===== src/rtl/ps2_key_event_if.sv =====
`default_nettype none
// +--------------------------------------------------------------------+
// | ps2_key_event_if : scan-code input / key-event output bundle       |
// | Revision: 1.0                                                      |
// +--------------------------------------------------------------------+
interface ps2_key_event_if;
   logic [7:0]  iDATA;
   logic        iDVAL;
   logic        iACK;
   logic        oEVT_VALID;
   logic [7:0]  oKEY_CODE;
   logic        oEXT;
   logic        oBREAK;
   logic [5:0]  oHELD;
   logic [31:0] oPIXEL_DATA;
   logic        oOVERFLOW;

   modport master (
      output iDATA, iDVAL, iACK,
      input  oEVT_VALID, oKEY_CODE, oEXT, oBREAK, oHELD, oPIXEL_DATA, oOVERFLOW
   );

   modport slave (
      input  iDATA, iDVAL, iACK,
      output oEVT_VALID, oKEY_CODE, oEXT, oBREAK, oHELD, oPIXEL_DATA, oOVERFLOW
   );
endinterface
`default_nettype wire


===== src/rtl/ps2_key_event.sv =====
`default_nettype none
// +--------------------------------------------------------------------+
// | ps2_key_event : PS/2 scan-code decoder with event FIFO and held-key |
// | bitmap. Optional typematic filter: PS2_TYPEMATIC_FILTER_EN.         |
// | Revision: 1.0                                                      |
// +--------------------------------------------------------------------+
module ps2_key_event #(
   parameter int FIFO_DEPTH = 4
) (
   input  wire logic      iCLK,
   input  wire logic      iRST,
   ps2_key_event_if.slave ev_if
);
   localparam int PTR_W = $clog2(FIFO_DEPTH);
   localparam int CNT_W = PTR_W + 1;
   localparam logic [CNT_W-1:0] c_FULL = CNT_W'(FIFO_DEPTH);

   localparam logic [1:0] c_ST_IDLE    = 2'd0;
   localparam logic [1:0] c_ST_EXT     = 2'd1;
   localparam logic [1:0] c_ST_BRK     = 2'd2;
   localparam logic [1:0] c_ST_EXT_BRK = 2'd3;

   logic [1:0]       state_q, state_d;
   logic             emit_w, ext_w, brk_w, suppress_w, event_w;
   logic [9:0]       evt_word_w;
   logic [5:0]       held_q, held_d;
   logic [9:0]       mem_q [FIFO_DEPTH];
   logic [PTR_W-1:0] wr_ptr_q, wr_ptr_d, rd_ptr_q, rd_ptr_d;
   logic [CNT_W-1:0] cnt_q, cnt_d;
   logic [9:0]       head_q, head_d;
   logic             ovf_q, ovf_d;
   logic             pop_w, full_w, push_w;

   always_comb begin
      state_d = state_q;
      emit_w  = 1'b0;
      ext_w   = 1'b0;
      brk_w   = 1'b0;
      if (ev_if.iDVAL) begin
         case (state_q)
            c_ST_IDLE: begin
               case (ev_if.iDATA)
                  8'hE0: state_d = c_ST_EXT;
                  8'hF0: state_d = c_ST_BRK;
                  8'h00, 8'hAA, 8'hEE, 8'hFA, 8'hFE, 8'hFF: state_d = c_ST_IDLE;
                  default: emit_w = 1'b1;
               endcase
            end
            c_ST_EXT: begin
               case (ev_if.iDATA)
                  8'hF0: state_d = c_ST_EXT_BRK;
                  8'hE0: state_d = c_ST_EXT;
                  default: begin
                     emit_w  = 1'b1;
                     ext_w   = 1'b1;
                     state_d = c_ST_IDLE;
                  end
               endcase
            end
            c_ST_BRK: begin
               if (ev_if.iDATA != 8'hF0) begin
                  emit_w  = 1'b1;
                  brk_w   = 1'b1;
                  state_d = c_ST_IDLE;
               end
            end
            default: begin
               if (ev_if.iDATA != 8'hF0) begin
                  emit_w  = 1'b1;
                  ext_w   = 1'b1;
                  brk_w   = 1'b1;
                  state_d = c_ST_IDLE;
               end
            end
         endcase
      end
   end

`ifdef PS2_TYPEMATIC_FILTER_EN
   logic       lm_valid_q, lm_valid_d;
   logic       lm_ext_q, lm_ext_d;
   logic [7:0] lm_code_q, lm_code_d;
   logic       lm_match_w;

   assign lm_match_w = lm_valid_q && (lm_ext_q == ext_w) && (lm_code_q == ev_if.iDATA);
   assign suppress_w = emit_w && !brk_w && lm_match_w;

   always_comb begin
      lm_valid_d = lm_valid_q;
      lm_ext_d   = lm_ext_q;
      lm_code_d  = lm_code_q;
      if (emit_w && !brk_w) begin
         lm_valid_d = 1'b1;
         lm_ext_d   = ext_w;
         lm_code_d  = ev_if.iDATA;
      end else if (emit_w && lm_match_w) begin
         lm_valid_d = 1'b0;
      end
   end

   always_ff @(posedge iCLK or posedge iRST) begin
      if (iRST) begin
         lm_valid_q <= 1'b0;
         lm_ext_q   <= 1'b0;
         lm_code_q  <= 8'h00;
      end else begin
         lm_valid_q <= lm_valid_d;
         lm_ext_q   <= lm_ext_d;
         lm_code_q  <= lm_code_d;
      end
   end
`else
   assign suppress_w = 1'b0;
`endif

   assign event_w    = emit_w && !suppress_w;
   assign evt_word_w = {ext_w, brk_w, ev_if.iDATA};

   // Held bitmap follows decoded events, independent of FIFO acceptance.
   always_comb begin
      held_d = held_q;
      if (event_w && !ext_w) begin
         case (ev_if.iDATA)
            8'h1D: held_d[0] = !brk_w;
            8'h1C: held_d[1] = !brk_w;
            8'h1B: held_d[2] = !brk_w;
            8'h23: held_d[3] = !brk_w;
            8'h29: held_d[4] = !brk_w;
            8'h5A: held_d[5] = !brk_w;
            default: held_d = held_q;
         endcase
      end
   end

   assign pop_w  = ev_if.iACK && (cnt_q != '0);
   assign full_w = (cnt_q == c_FULL);
   assign push_w = event_w && (!full_w || pop_w);

   always_comb begin
      wr_ptr_d = push_w ? wr_ptr_q + PTR_W'(1) : wr_ptr_q;
      rd_ptr_d = pop_w  ? rd_ptr_q + PTR_W'(1) : rd_ptr_q;
      ovf_d    = ovf_q || (event_w && full_w && !pop_w);
      case ({push_w, pop_w})
         2'b10:   cnt_d = cnt_q + CNT_W'(1);
         2'b01:   cnt_d = cnt_q - CNT_W'(1);
         default: cnt_d = cnt_q;
      endcase
      // New head bypasses the memory when it lands in the slot about to be read.
      if (cnt_d == '0)
         head_d = '0;
      else if (push_w && (wr_ptr_q == rd_ptr_d))
         head_d = evt_word_w;
      else
         head_d = mem_q[rd_ptr_d];
   end

   always_ff @(posedge iCLK) begin
      if (push_w)
         mem_q[wr_ptr_q] <= evt_word_w;
   end

   always_ff @(posedge iCLK or posedge iRST) begin
      if (iRST) begin
         state_q  <= c_ST_IDLE;
         held_q   <= '0;
         wr_ptr_q <= '0;
         rd_ptr_q <= '0;
         cnt_q    <= '0;
         head_q   <= '0;
         ovf_q    <= 1'b0;
      end else begin
         state_q  <= state_d;
         held_q   <= held_d;
         wr_ptr_q <= wr_ptr_d;
         rd_ptr_q <= rd_ptr_d;
         cnt_q    <= cnt_d;
         head_q   <= head_d;
         ovf_q    <= ovf_d;
      end
   end

   assign ev_if.oEVT_VALID  = (cnt_q != '0);
   assign ev_if.oKEY_CODE   = head_q[7:0];
   assign ev_if.oBREAK      = head_q[8];
   assign ev_if.oEXT        = head_q[9];
   assign ev_if.oHELD       = held_q;
   assign ev_if.oPIXEL_DATA = {26'b0, held_q};
   assign ev_if.oOVERFLOW   = ovf_q;
endmodule
`default_nettype wire


===== src/flat_wrapper.sv =====
// flat-port wrapper written by rule: the top's interface ports become plain ports
module ps2_key_event_flat 
#(
   parameter int FIFO_DEPTH = 4
)
  (iCLK, iRST, ev_if_iDATA, ev_if_iDVAL, ev_if_iACK, ev_if_oEVT_VALID, ev_if_oKEY_CODE, ev_if_oEXT, ev_if_oBREAK, ev_if_oHELD, ev_if_oPIXEL_DATA, ev_if_oOVERFLOW);
  ps2_key_event_if ev_if_i ();
  input  wire logic iCLK;
  input  wire logic iRST;
  input wire logic [$bits(ev_if_i.iDATA)-1:0] ev_if_iDATA;
  input wire logic [$bits(ev_if_i.iDVAL)-1:0] ev_if_iDVAL;
  input wire logic [$bits(ev_if_i.iACK)-1:0] ev_if_iACK;
  output wire logic [$bits(ev_if_i.oEVT_VALID)-1:0] ev_if_oEVT_VALID;
  output wire logic [$bits(ev_if_i.oKEY_CODE)-1:0] ev_if_oKEY_CODE;
  output wire logic [$bits(ev_if_i.oEXT)-1:0] ev_if_oEXT;
  output wire logic [$bits(ev_if_i.oBREAK)-1:0] ev_if_oBREAK;
  output wire logic [$bits(ev_if_i.oHELD)-1:0] ev_if_oHELD;
  output wire logic [$bits(ev_if_i.oPIXEL_DATA)-1:0] ev_if_oPIXEL_DATA;
  output wire logic [$bits(ev_if_i.oOVERFLOW)-1:0] ev_if_oOVERFLOW;
  assign ev_if_i.iDATA = ev_if_iDATA;
  assign ev_if_i.iDVAL = ev_if_iDVAL;
  assign ev_if_i.iACK = ev_if_iACK;
  assign ev_if_oEVT_VALID = ev_if_i.oEVT_VALID;
  assign ev_if_oKEY_CODE = ev_if_i.oKEY_CODE;
  assign ev_if_oEXT = ev_if_i.oEXT;
  assign ev_if_oBREAK = ev_if_i.oBREAK;
  assign ev_if_oHELD = ev_if_i.oHELD;
  assign ev_if_oPIXEL_DATA = ev_if_i.oPIXEL_DATA;
  assign ev_if_oOVERFLOW = ev_if_i.oOVERFLOW;
  ps2_key_event #(.FIFO_DEPTH(FIFO_DEPTH)) u_core (.iCLK(iCLK), .iRST(iRST), .ev_if(ev_if_i));
endmodule

===== config.mk =====
export PLATFORM = sky130hd
export DESIGN_NAME = ps2_key_event_flat
export DESIGN_NICKNAME = d
export VERILOG_FILES = /design/src/rtl/ps2_key_event_if.sv /design/src/rtl/ps2_key_event.sv /design/src/flat_wrapper.sv
export SDC_FILE = /design/constraint.sdc
export NUM_CORES = 1
export LEC_CHECK = 0
export BUFFER_PORTS_ARGS = -buffer_cell sky130_fd_sc_hd__buf_4
export CELL_PAD_IN_SITES_DETAIL_PLACEMENT = 0
export CELL_PAD_IN_SITES_GLOBAL_PLACEMENT = 1
export CORE_UTILIZATION = 25
export DETAILED_ROUTE_END_ITERATION = 8
export PLACE_DENSITY_LB_ADDON = 0.1
export RECOVER_POWER = 100
export SLEW_MARGIN = 15
export SYNTH_ARGS = -nofsm -noshare
export SYNTH_HDL_FRONTEND = slang
export SYNTH_SLANG_ARGS = --single-unit
export TNS_END_PERCENT = 50

===== constraint.sdc =====
create_clock -name iCLK -period 3.7 [get_ports iCLK]
set_input_delay 0 -clock iCLK [delete_from_list [all_inputs] [get_ports iCLK]]
set_output_delay 0 -clock iCLK [all_outputs]
set_load 0.02 [all_outputs]

* Yosys cells after proc, flatten, opt, wreduce, memory -nomap -nowiden
Memory sizes are Yosys's and may differ from the RTL's.
Index checks and enable logic that the tools add are counted.
Widths: inputs -> output; s select.
** Word-level totals
- Bits in registers :: 26
- Memory bits (writable) :: 40
- Input bits :: 12
- Output and inout bits :: 50
- Word-level logic and storage cells :: 86
- Memories kept :: 1
** Memory list
- u_core.mem_q :: words 4, width 10, rd ports 1, clocked after memory_dff 0, wr ports 1, RTL line ps2_key_event.sv:27 : logic [9:0] mem_q [FIFO_DEPTH];
** Operators by class
- $add $sub $neg :: 4
- Eq/ne operators :: 21
- Mux-type cells :: 19
- Reductions and logical operators :: 29
** Operators by type and width (count)
- $eq 8x8->1 const B :: 7
- $eq 8x5->1 const B :: 3
- $mux 10 :: 2
- $eq 8x6->1 const B :: 2
- $reduce_and 2->1 :: 6
- $mux 1 :: 9
- $eq 8x7->1 const B :: 1
- $logic_not 8->1 :: 1
- $ne 8x8->1 const B :: 1
- $pmux 2 s2 :: 2
- $reduce_or 8->1 :: 1
- $logic_and 1x1->1 :: 6
- $pmux 2 s3 :: 1
- $pmux 3 s2 :: 1
- $reduce_bool 3->1 :: 2
- $reduce_or 2->1 :: 3
- $reduce_or 6->1 :: 1
- $add 2x1->2 const B :: 2
- $eq 2x1->1 const B :: 2
- $eq 2x2->1 const B :: 2
- $logic_not 1->1 :: 4
- $mux 2 :: 2
- $ne 4x4->1 const B :: 1
- $pmux 1 s2 :: 2
- other kinds (8) :: 9

* Longest topological paths before layout
Gate-level depths: netlist (run 1).
- Word-level depth :: 10
- Mapped depth :: 14
- Mapped depth without buffers :: 12

* Worst setup path before layout (run 1)
Ideal clock, no wire load.
- Kind :: register to register
- Start point :: reg u_core.state_q[1]
- End point :: reg u_core.head_q[0]
- Setup time :: 135 ps
- Data arrival time :: 2886 ps
- Required time :: 3565 ps
- Setup slack :: 679 ps
- Stages on the path, launching flop included :: 14
- Buffers on the path :: 1
- Clock period less this slack :: 3021 ps
- Cell sequence :: dfrtp_1 mux2i_1 o31ai_4 a21oi_2 and2_4 buf_2 nor2_1 fa_1 nor2_1 nand2_1 a22oi_2 a311oi_2 a211oi_4 nor2_1
** On the way
- Longest elaborated chain between the ends :: 8
- Elaborated cells between the ends (all ways) :: 12
- Those cells by class :: eq/ne (3); mux (5); reduce/logical (4)
** RTL lines
- start: declaration :: RTL line ps2_key_event.sv:23 : logic [1:0] state_q, state_d;
- start signal: assignment :: RTL line ps2_key_event.sv:164 : state_q <= c_ST_IDLE;
- start signal: assignment :: RTL line ps2_key_event.sv:172 : state_q <= state_d;
- $eq 2x1->1 or $logic_not 2->1 (tied branches) :: RTL line ps2_key_event.sv:40 : case (state_q)
- $pmux 1 s2 (*) :: RTL line ps2_key_event.sv:40
- $mux 1 (*) :: RTL line ps2_key_event.sv:39 : if (ev_if.iDVAL) begin
- $logic_and 1x1->1 (*) :: RTL line ps2_key_event.sv:137 : assign push_w = event_w && (!full_w || pop_w);
- $eq 2x1->1 or $eq 2x2->1 (tied branches) :: RTL line ps2_key_event.sv:143 : case ({push_w, pop_w})
- $pmux 3 s2 :: RTL line ps2_key_event.sv:143
- $logic_not 3->1 :: RTL line ps2_key_event.sv:149 : if (cnt_d == '0)
- $mux 10 (*) :: RTL line ps2_key_event.sv:149
- net u_core.head_d[0] :: RTL line ps2_key_event.sv:30 : logic [9:0] head_q, head_d;
- end signal: assignment :: RTL line ps2_key_event.sv:169 : head_q <= '0;
- end signal: assignment :: RTL line ps2_key_event.sv:177 : head_q <= head_d;
- end: declaration :: RTL line ps2_key_event.sv:30
The timed path passes the listed nets; every way through them passes the cells marked *.
A chain may end at the register's enable or synchronous reset.

* Final worst setup path (run 1)
- Start point :: in ev_if_iDATA[1]
- End point :: reg u_core.head_q[5]
** On the way
- Longest elaborated chain between the ends :: 10
- Elaborated cells between the ends (all ways) :: 24
- Those cells by class :: eq/ne (10); mux (8); reduce/logical (6)
** RTL lines
- start: declaration :: RTL line flat_wrapper.sv:10 : input wire logic [$bits(ev_if_i.iDATA)-1:0] ev_if_iDATA;
- $eq 8x8->1, or another cell as far along :: RTL line ps2_key_event.sv:42 : case (ev_if.iDATA)
- $reduce_or 8->1 (no source line) or $reduce_or 2->1 (tied branches)
- $mux 1, on equally long branches :: RTL line ps2_key_event.sv:42, ps2_key_event.sv:50
- $pmux 1 s2 (*) :: RTL line ps2_key_event.sv:40
- $mux 1 (*) :: RTL line ps2_key_event.sv:39
- $logic_and 1x1->1 (*) :: RTL line ps2_key_event.sv:137
- $eq 2x1->1 or $eq 2x2->1 (tied branches) :: RTL line ps2_key_event.sv:143
- $pmux 3 s2 :: RTL line ps2_key_event.sv:143
- $logic_not 3->1 :: RTL line ps2_key_event.sv:149
- $mux 10 (*) :: RTL line ps2_key_event.sv:149
- net u_core.head_d[5] :: RTL line ps2_key_event.sv:30
Marked as above.

==> results.cfg, run 1 <==
[sta]
finalCritPeriodShare_pct = 90.9
skew_ns = 0.00502
rsz0062_at_grt = false
drv_slew = 27
fin_crit_ns = 3.36
hold_viol = 0
holdWs_ns = 0.0183
fin_setup_tns_ns = 0
setup_violations = 0
worst_pin_slew_ns = 1.63
slew_headroom_pct = -8.91
max_clock_freq_ghz = 0.297

[yosys]
synth_area_mm2 = 0.00340
synth_edf_count = 40
avgSynthCellArea_um2 = 12.7
ys_ff_latch = 66
async_flop_share_pct = 39.4
ys_warn_count = 0
synthFlopType = edfxtp_1
synth_seq_area_share_pct = 54.5
ys_types = 56
syn_inst = 268

[min_path]
worstHoldEndpoint = u_core.cnt_q[1]
min_path_type = primary input to flop
hold_depth = 2
hold_path_startpoint = ev_if_iACK

[global_routing]
grt_pass1_vias = 2131
top_usage_layer = met2
antenna_found_initial = 0
grtUsageMet1_pct = 15.9
grt_pass1_wl_um = 12400
overflow = 0
grtUsageTotal_pct = 12.2
grt_use_met3_pct = 3.52
grt_use_met2_pct = 18.6
grt_start_max_net_pins = 27

[layout]
fillers = 1370
fin_nets = 331
final_cells = 495
antenna_cells = 0
final_common_cell = edfxtp_1
final_core_util_pct = 30.5
most-common-layout-cells = 40 x edfxtp_1, 27 x clkbuf_1, 26 x conb_1, 26 x dfrtp_1, 22 x nor2_1
syn_to_final_growth_pct = 18.8
drive_gt1_share_pct = 17.2

[setup_path]
critPathRequiredTime_ns = 3.91
crit_type = primary input to flop
crit_fanout = 14
cp-end-kind = flop
path_cells = dlygate4sd3_1 -> buf_4 -> or4_4 -> nor2_1 -> o31ai_4 -> and2_4 -> nor2_1 -> fa_1 -> nor2_1 -> nand2_1 -> a22oi_1 -> a311oi_1 -> a211oi_4 -> buf_12 -> nor2_1
r2r-end = u_core.head_q[6]
critPathLaunchType = primary input
rr_startpoint = u_core.state_q[1]
r2r_slack_ns = 0.55
r2r_cells = 13
critPathSlowestCell = or4_4
cp.arrival_ns = 3.58
slowest_delay_ns = 0.59
cpMostUsedCell = nor2_1

[drt]
drtPass1Iterations = 4
drt-initial-drc-count = 115
num_vias = 2109
vias_per_cell = 4.26
drt_wl_total_um = 7780
routedWlPerCell_um = 15.7
ant_nets = 0
drc = 0

[clock_network]
root_buffer = clkbuf_16
clock_path_buffers = 2
clock_sinks = 66
clk_pin_slew_ns = 0.06
cts_made_buffers = 9
cts_tree = built
clock_latency_ns = 0.33
cts_max_level = 3

[placement]
placed_cells = 468
port_buffers = 35
place_hpwl_um = 5090
gp_congestion = 0.726

[power]
leakage_nw = 1.61
report.power.total_mw = 3.26
powerDensity_mw_per_mm2 = 806
ir_drop_mv = 0.214

[run]
maxCapViolations = 1

[floorplanning]
die_w_um = 119
start_util_pct = 25.7
core_mm2 = 0.0132
die_y_um = 119
ios = 62
die_area_mm2 = 0.0141
rows = 42

[status]
status = finished with violations
failed_checks = max-capacitance violations, max-slew violations
-- kinds of logic (layout without fill, tap and decap cells) --
| family | after synthesis | count (layout) | synth area share, % |
|---|---|---|---|
| adders and majority gates | 5 | 5 | 2.06 |
| DFF | 66 | 66 | 54.5 |
| buffers and inverters | 53 | 79 | 10.0 |
| AOI/OAI and AO/OA | 38 | 38 | 8.76 |
| muxes | 24 | 24 | 10.9 |
| xor gates and xnor gates | 6 | 6 | 1.77 |
| and+or+nand+nor | 75 | 75 | 12.0 |
| other | 1 | 26 | 0.110 |
-- routing by layer --
metal  share of wire, %  vias to the layer above  routed length, um
met5                  0                        -                  0
met2                 47                       61               3630
met3                4.0                       11                309
met1                 48                     1027               3700
li1                   -                     1010                  -
met4                1.8                        0                141
-- cell usage after synthesis, drive strengths merged, types with 3 or more instances --
cell type / number / area, um2
a21oi: 13 / 72.6
a31oi: 4 / 25.0
and3: 7 / 45.1
buf: 40 / 292
dfrtp: 26 / 651
edfxtp: 40 / 1200
ha: 4 / 50.1
inv: 11 / 41.3
mux2: 3 / 33.8
mux2i: 11 / 110
mux4: 10 / 225
nand2: 12 / 47.6
nand2b: 3 / 18.8
nand3: 5 / 25.0
nand4: 5 / 31.3
nor2: 22 / 85.1
nor2b: 3 / 18.8
nor3: 4 / 20.0
o21ai: 7 / 35.0
o31ai: 4 / 62.6
xnor2: 3 / 26.3
xor2: 3 / 33.8
-- where the power goes --
part	internal [mW]	leakage (nW)	switching [mW]	total (mW)
registers	1.01	0.689	0.0963	1.11
clock network	0.578	0.152	0.319	0.897
logic	0.519	0.765	0.733	1.25
total	2.11	1.61	1.15	3.26
-- metrics by stage --
step	instance area (um2)	setup WS, ns
floorplan	3490	0.679
global placement	3720	0.396
detailed placement	3720	0.307
CTS	4140	0.146
global route	4040	0.162
finish	4040	0.338
-- final cells by class --
type	count	area (um2)	area share, %
sequential	66	1850	45.8
timing repair buffer	52	330	8.18
clock inverter	3	46.3	1.15
multi-input combinational	174	1280	31.7
tap	176	220	5.45
inverter	11	41.3	1.02
clock buffer	13	270	6.69
-- flip-flops by register name, indices dropped and copies added, names as in the netlist --
| signal | cells |
|---|---|
| u_core.mem_q | 40 |
| u_core.state_q | 2 |
| u_core.wr_ptr_q | 2 |
| u_core.cnt_q | 3 |
| u_core.ev_if.oOVERFLOW | 1 |
| u_core.head_q | 10 |
| u_core.rd_ptr_q | 2 |
| u_core.ev_if.oHELD | 6 |
-- what timing repair did --
item	4_1_cts	5_1_grt
setup endpoints to repair	0	9
resized for setup	0	0
setup buffers	0	1
hold buffers	10	0
hold endpoints to repair	59	0
-- worst max path at each step --
stage	start	end	slack (ns)
after floorplan	u_core.state_q[1]	u_core.head_q[0]	0.68
after global placement	u_core.state_q[1]	u_core.head_q[9]	0.40
after detailed placement	u_core.state_q[1]	u_core.head_q[5]	0.31
after CTS	ev_if_iDATA[1]	u_core.head_q[5]	0.15
after global routing	ev_if_iDATA[1]	u_core.head_q[5]	0.16
final	ev_if_iDATA[1]	u_core.head_q[5]	0.34
-- worst max-delay path, delay by kind of cell --
family | cells | cell delay (ns)
and+or+nand+nor | 7 | 1.54
buffers and inverters | 3 | 0.90
AOI/OAI and AO/OA | 4 | 0.65
adders and majority gates | 1 | 0.46
No activity file was read; power rests on OpenSTA's default activity.
==> run 2: changes to the inputs <==
--- a/config.mk
+++ b/config.mk
@@ -8,6 +8,7 @@
 export BUFFER_PORTS_ARGS = -buffer_cell sky130_fd_sc_hd__buf_4
 export CELL_PAD_IN_SITES_DETAIL_PLACEMENT = 0
 export CELL_PAD_IN_SITES_GLOBAL_PLACEMENT = 1
+export CORE_MARGIN = 5
 export CORE_UTILIZATION = 25
 export DETAILED_ROUTE_END_ITERATION = 8
 export PLACE_DENSITY_LB_ADDON = 0.1
==> constraint.sdc (replaced) <==
create_clock -name iCLK -period 4.27 [get_ports iCLK]
set_input_delay 0 -clock iCLK [delete_from_list [all_inputs] [get_ports iCLK]]
set_output_delay 0 -clock iCLK [all_outputs]
set_load 0.02 [all_outputs]
==> run 2 against run 1 <==
Against the previous run: the flow still finishes with violations (max-capacitance violations, max-slew violations); count of clock-buffer cells in the layout shrank 2; setup slack gained 0.23 ns; sequential power shrank 12%; hold slack gained 0.012 ns; largest power group unchanged.
==> results.cfg, run 2 (synthesized netlist as in run 1, its figures left out) <==
[status]
status = finished with violations
failed_checks = max-capacitance violations, max-slew violations

[placement]
gp_congestion = 0.717
port_buffers = 35
place_hpwl_um = 5280

[layout]
multiInputGateArea_mm2 = 0.00128
final_core_util_pct = 30.0
final_common_cell = edfxtp_1
fin_nets = 328
largest_register = u_core.mem_q
syn_to_final_growth_pct = 17.5
ff_latch_area_mm2 = 0.00185
antenna_cells = 0
largest_register_ffs = 40
fillers = 1362
most-common-layout-cells = 40 x edfxtp_1, 32 x clkbuf_1, 26 x conb_1, 26 x dfrtp_1, 21 x nor2_1
drive_gt1_share_pct = 14.9

[min_path]
min_path_type = primary input to flop
worstHoldEndpoint = u_core.cnt_q[1]
hold_depth = 2
hold_path_startpoint = ev_if_iACK

[setup_path]
r2r-end = u_core.head_q[3]
r2r_cells = 12
rr_startpoint = u_core.state_q[1]
r2r_slack_ns = 0.95
slowest_delay_ns = 0.55
critPathSlowestCell = a211oi_4
crit_type = primary input to flop
critPathBufInv = 2
crit_family = simple AND/OR/NAND/NOR gates
cpMostUsedCell = nor2_1
critPathLaunchType = primary input
crit_fanout = 14
critPathRequiredTime_ns = 4.46
path_cells = dlygate4sd3_1 -> clkbuf_1 -> xor2_1 -> nor4_1 -> o31ai_4 -> and2_4 -> nor2_1 -> fa_1 -> nor2_1 -> nand2_1 -> a22oi_1 -> a311oi_1 -> a211oi_4 -> nor2_1
cp-end-kind = flop
cp.arrival_ns = 3.89

[clock_network]
clk_pin_slew_ns = 0.06
cts_hold_buf = 10
cts_made_buffers = 9
cts_tree = built
cts_max_level = 3
cts_resized = 0
root_buffer = clkbuf_16
clock_sinks = 66
post_cts.repair.setup_buffers = 0
clock_latency_ns = 0.33
clock_path_buffers = 2

[sta]
slew_headroom_pct = -10.6
rsz0062_at_grt = false
worst_pin_slew_ns = 1.66
drv_slew = 27
finalCritPeriodShare_pct = 86.6
max_clock_freq_ghz = 0.270
setup_violations = 0
skew_ns = 0.00693
hold_viol = 0
fin_crit_ns = 3.70
fin_setup_tns_ns = 0

[drt]
drt_wl_total_um = 7790
num_vias = 2090
wl_met3_um = 368
highest_layer = met4
vias_per_cell = 4.25
m1WireLength_um = 3700
routedWlPerCell_um = 15.8
ant_nets = 0
wl_met2_um = 3630
drc = 0
drt-initial-drc-count = 75
drtPass1Iterations = 4

[floorplanning]
core_mm2 = 0.0133
die_y_um = 127
ios = 62
rows = 42
die_area_mm2 = 0.0160
die_w_um = 127
start_util_pct = 25.6

[run]
maxCapViolations = 1

[power]
leakage_nw = 1.57
powerDensity_mw_per_mm2 = 702
ir_drop_mv = 0.228

[global_routing]
grt_pass1_vias = 2068
grt_start_max_net_pins = 27
antenna_found_initial = 0
grt_pass1_wl_um = 12100
grtUsageTotal_pct = 9.93
overflow = 0
==> run 2: how the worst max path moves through the flow <==
stage | from | endpoint | slack [ns] | cells after the start
floorplan | u_core.state_q[1] | u_core.head_q[0] | 1.25 | 13
finish | ev_if_iDATA[2] | u_core.head_q[3] | 0.57 | 14
global placement | u_core.state_q[1] | u_core.head_q[9] | 0.94 | 12
detailed placement | u_core.state_q[1] | u_core.head_q[3] | 0.91 | 12
CTS | ev_if_iDATA[0] | u_core.head_q[3] | 0.76 | 14
global route | ev_if_iDATA[2] | u_core.head_q[5] | 0.32 | 14
==> run 2: area by class of cell <==
type,count,area share (%)
flip-flops and latches,66,46.4
multi-input cells,174,32.0
clock inverters,5,2.13
well taps,176,5.51
repair buffers,49,6.92
inverters,11,1.03
clock buffers,11,6.08
==> run 2: metrics by stage <==
stage	power, mW	worst slack (ns)	instance area (um2)	hold WS (ns)	std cells
floorplan	1.79	1.25	3490	0.0400	293
global placement	2.11	0.941	3710	0.121	466
detailed placement	2.10	0.913	3710	0.124	466
CTS	2.93	0.761	4140	0.0167	492
global route	2.98	0.320	3990	0.0534	492
finish	2.80	0.571	3990	0.0302	492
==> run 2: report_power, final <==
group	total (mW)	internal, mW	switching, mW
logic	1.02	0.415	0.603
registers	0.973	0.875	0.0984
clock network	0.813	0.530	0.283
total	2.80	1.82	0.984
==> run 2: worst register-to-register path, cell delays in order, from the launching register on <==
cell      delay, ns
dfrtp_1        0.44
mux2i_1        0.32
o31ai_4        0.08
a21oi_2        0.30
and2_4         0.30
nor2_1         0.09
fa_1           0.52
nor2_1         0.16
nand2_1        0.07
a22oi_1        0.15
a311oi_1       0.09
a211oi_4       0.55
nor2_1         0.11
==> run 2: metal layers <==
metal	vias to the layer above	global-route usage, %
li1	1014	-
met1	1012	12.9
met2	58	15.7
met3	6	3.70
met4	0	2.65
met5	-	0
==> run 3: changes to the inputs <==
==> constraint.sdc (replaced) <==
create_clock -name iCLK -period 4.7 [get_ports iCLK]
set_input_delay 0 -clock iCLK [delete_from_list [all_inputs] [get_ports iCLK]]
set_output_delay 0 -clock iCLK [all_outputs]
set_load 0.02 [all_outputs]
==> run 3 against run 2 <==
Against the previous run: the flow still finishes with violations (max-capacitance violations, max-slew violations); global-route usage shrank 0.11 points; hold slack got worse by 0.0039 ns; clock power fell by 19%; setup slack gained 0.37 ns; first-iteration DRC count rose by 9.3%; count of clock-buffer cells in the layout increased by 1; non-clock buffer count unchanged; sequential power down 8.9%; critical path type unchanged.
==> results.cfg, run 3 (synthesized netlist as in run 1, its figures left out) <==
[global_routing]
grt_start_max_net_pins = 27
overflow = 0
grt_pass1_vias = 2117
grtUsageTotal_pct = 9.82
grt_pass1_wl_um = 12000
antenna_found_initial = 0

[min_path]
hold_path_startpoint = ev_if_iACK
hold_depth = 2
worstHoldEndpoint = u_core.cnt_q[1]
min_path_type = primary input to flop

[layout]
final_common_cell = edfxtp_1
fin_nets = 328
final_cells = 492
largest_register = u_core.mem_q
syn_to_final_growth_pct = 16.0
largest_register_ffs = 40
antenna_cells = 0
drive_gt1_share_pct = 13.0
most-common-layout-cells = 40 x edfxtp_1, 37 x clkbuf_1, 26 x conb_1, 26 x dfrtp_1, 21 x nor2_1

[drt]
vias_per_cell = 4.27
drt_wl_total_um = 7600
drt-initial-drc-count = 82
drc = 0
routedWlPerCell_um = 15.4
drtPass1Iterations = 4
ant_nets = 0
num_vias = 2099

[sta]
finalCritPeriodShare_pct = 80.1
fin_crit_ns = 3.76
rsz0062_at_grt = false
slew_headroom_pct = -9.75
setup_violations = 0
drv_slew = 27
holdWs_ns = 0.0263
skew_ns = 0.00539
worst_pin_slew_ns = 1.65
max_clock_freq_ghz = 0.266
fin_setup_tns_ns = 0
hold_viol = 0

[placement]
place_hpwl_um = 5290
port_buffers = 35
placed_cells = 466
gp_congestion = 0.733

[floorplanning]
ios = 62
start_util_pct = 25.6
die_w_um = 127
die_area_mm2 = 0.0160
die_y_um = 127
rows = 42
core_mm2 = 0.0133

[clock_network]
cts_tree = built
clock_latency_ns = 0.32
clock_path_buffers = 2
cts_resized = 0
clock_sinks = 66
cts_made_buffers = 9
clk_pin_slew_ns = 0.05
post_cts.repair.setup_buffers = 0
cts_max_level = 3
cts_hold_buf = 10
root_buffer = clkbuf_16

[power]
combPwrFrac_pct = 37.4
powerDensity_mw_per_mm2 = 624
leakage_nw = 1.54
p_sw_mw = 0.868
ir_drop_mv = 0.193
seqPwrFrac_pct = 36.0
internal_power_mw = 1.59
sw_frac_of_total_pct = 35.2
pwr-share-clk_pct = 26.7

[setup_path]
path_cells = dlygate4sd3_1 -> clkbuf_1 -> nand2b_1 -> nor4_1 -> o31ai_4 -> and2_4 -> nor2_1 -> fa_1 -> nor2_1 -> nand2_1 -> a22oi_1 -> a311oi_1 -> a211oi_4 -> nor2_1
r2r_slack_ns = 1.38
crit_type = primary input to flop
critPathSlowestCell = nor4_1
slowest_delay_ns = 0.59
cpMostUsedCell = nor2_1
cp.arrival_ns = 3.95
cp-end-kind = flop
critPathLaunchType = primary input
critPathLaunch = ev_if_iDATA[1]
rr_startpoint = u_core.state_q[1]
r2r-end = u_core.head_q[9]
critPathRequiredTime_ns = 4.88
r2r_cells = 12
crit_fanout = 14

[status]
failed_checks = max-capacitance violations, max-slew violations
status = finished with violations

[run]
maxCapViolations = 1
-- run 3: cell types whose count changed in the layout (fill, tap and decap cells not counted) --
cell	change
inv_6	-1
clkinv_2	+1
or4_1	+1
or4_4	-1
bufinv_16	-1
clkbuf_1	+5
buf_4	-4
-- run 3: power by group through the flow --
stage,registers [mW],clock network (mW),logic (mW)
after floorplan,0.931,0,0.698
after global placement,0.898,0,1.02
after detailed placement,0.899,0,1.01
after CTS,0.889,0.682,1.02
after global routing,0.904,0.706,1.04
final,0.886,0.657,0.920
-- run 3: final cells by class --
type | instances | area, um2
Fill cell | 1391 | 9350
Multi-Input combinational cell | 174 | 1270
Timing Repair Buffer | 49 | 262
Sequential cell | 66 | 1850
Clock buffer | 12 | 246
Inverter | 11 | 41.3
Tap cell | 176 | 220
Clock inverter | 4 | 51.3
-- run 3: critical path, delay by kind of cell --
family / cells / cell delay (ns)
adders and majority gates: 1 / 0.46
and+or+nand+nor: 7 / 1.53
AOI/OAI and AO/OA: 4 / 0.98
buffers and inverters: 2 / 0.97
-- run 3: per-layer routing --
| metal | vias to the layer above | part of all wire (%) | track usage [%] |
|---|---|---|---|
| met1 | 1027 | 45 | 12.5 |
| met4 | 0 | 2.1 | 3.79 |
| met5 | - | 0 | 0 |
| met3 | 10 | 5.0 | 2.94 |
| li1 | 1006 | - | - |
| met2 | 56 | 48 | 15.7 |
-- run 3: through the flow --
step | instance area [um2] | utilization (%) | setup slack, ns | power [mW]
2_1_floorplan | 3490 | - | 1.68 | 1.63
3_3_place_gp | 3710 | 27.9 | 1.38 | 1.92
3_5_place_dp | 3710 | 27.9 | 1.33 | 1.91
4_1_cts | 4110 | 30.9 | 1.17 | 2.59
5_1_grt | 3950 | 29.7 | 0.552 | 2.65
6_report | 3950 | 29.7 | 0.936 | 2.46
-- run 3: worst max path at each step --
| stage | end | slack [ns] | depth (start not counted) |
|---|---|---|---|
| final | u_core.head_q[9] | 0.94 | 14 |
| after global routing | u_core.head_q[7] | 0.55 | 14 |
| after CTS | u_core.head_q[9] | 1.17 | 14 |
| after detailed placement | u_core.head_q[9] | 1.33 | 12 |
| after global placement | u_core.head_q[9] | 1.38 | 12 |
| after floorplan | u_core.head_q[0] | 1.68 | 13 |
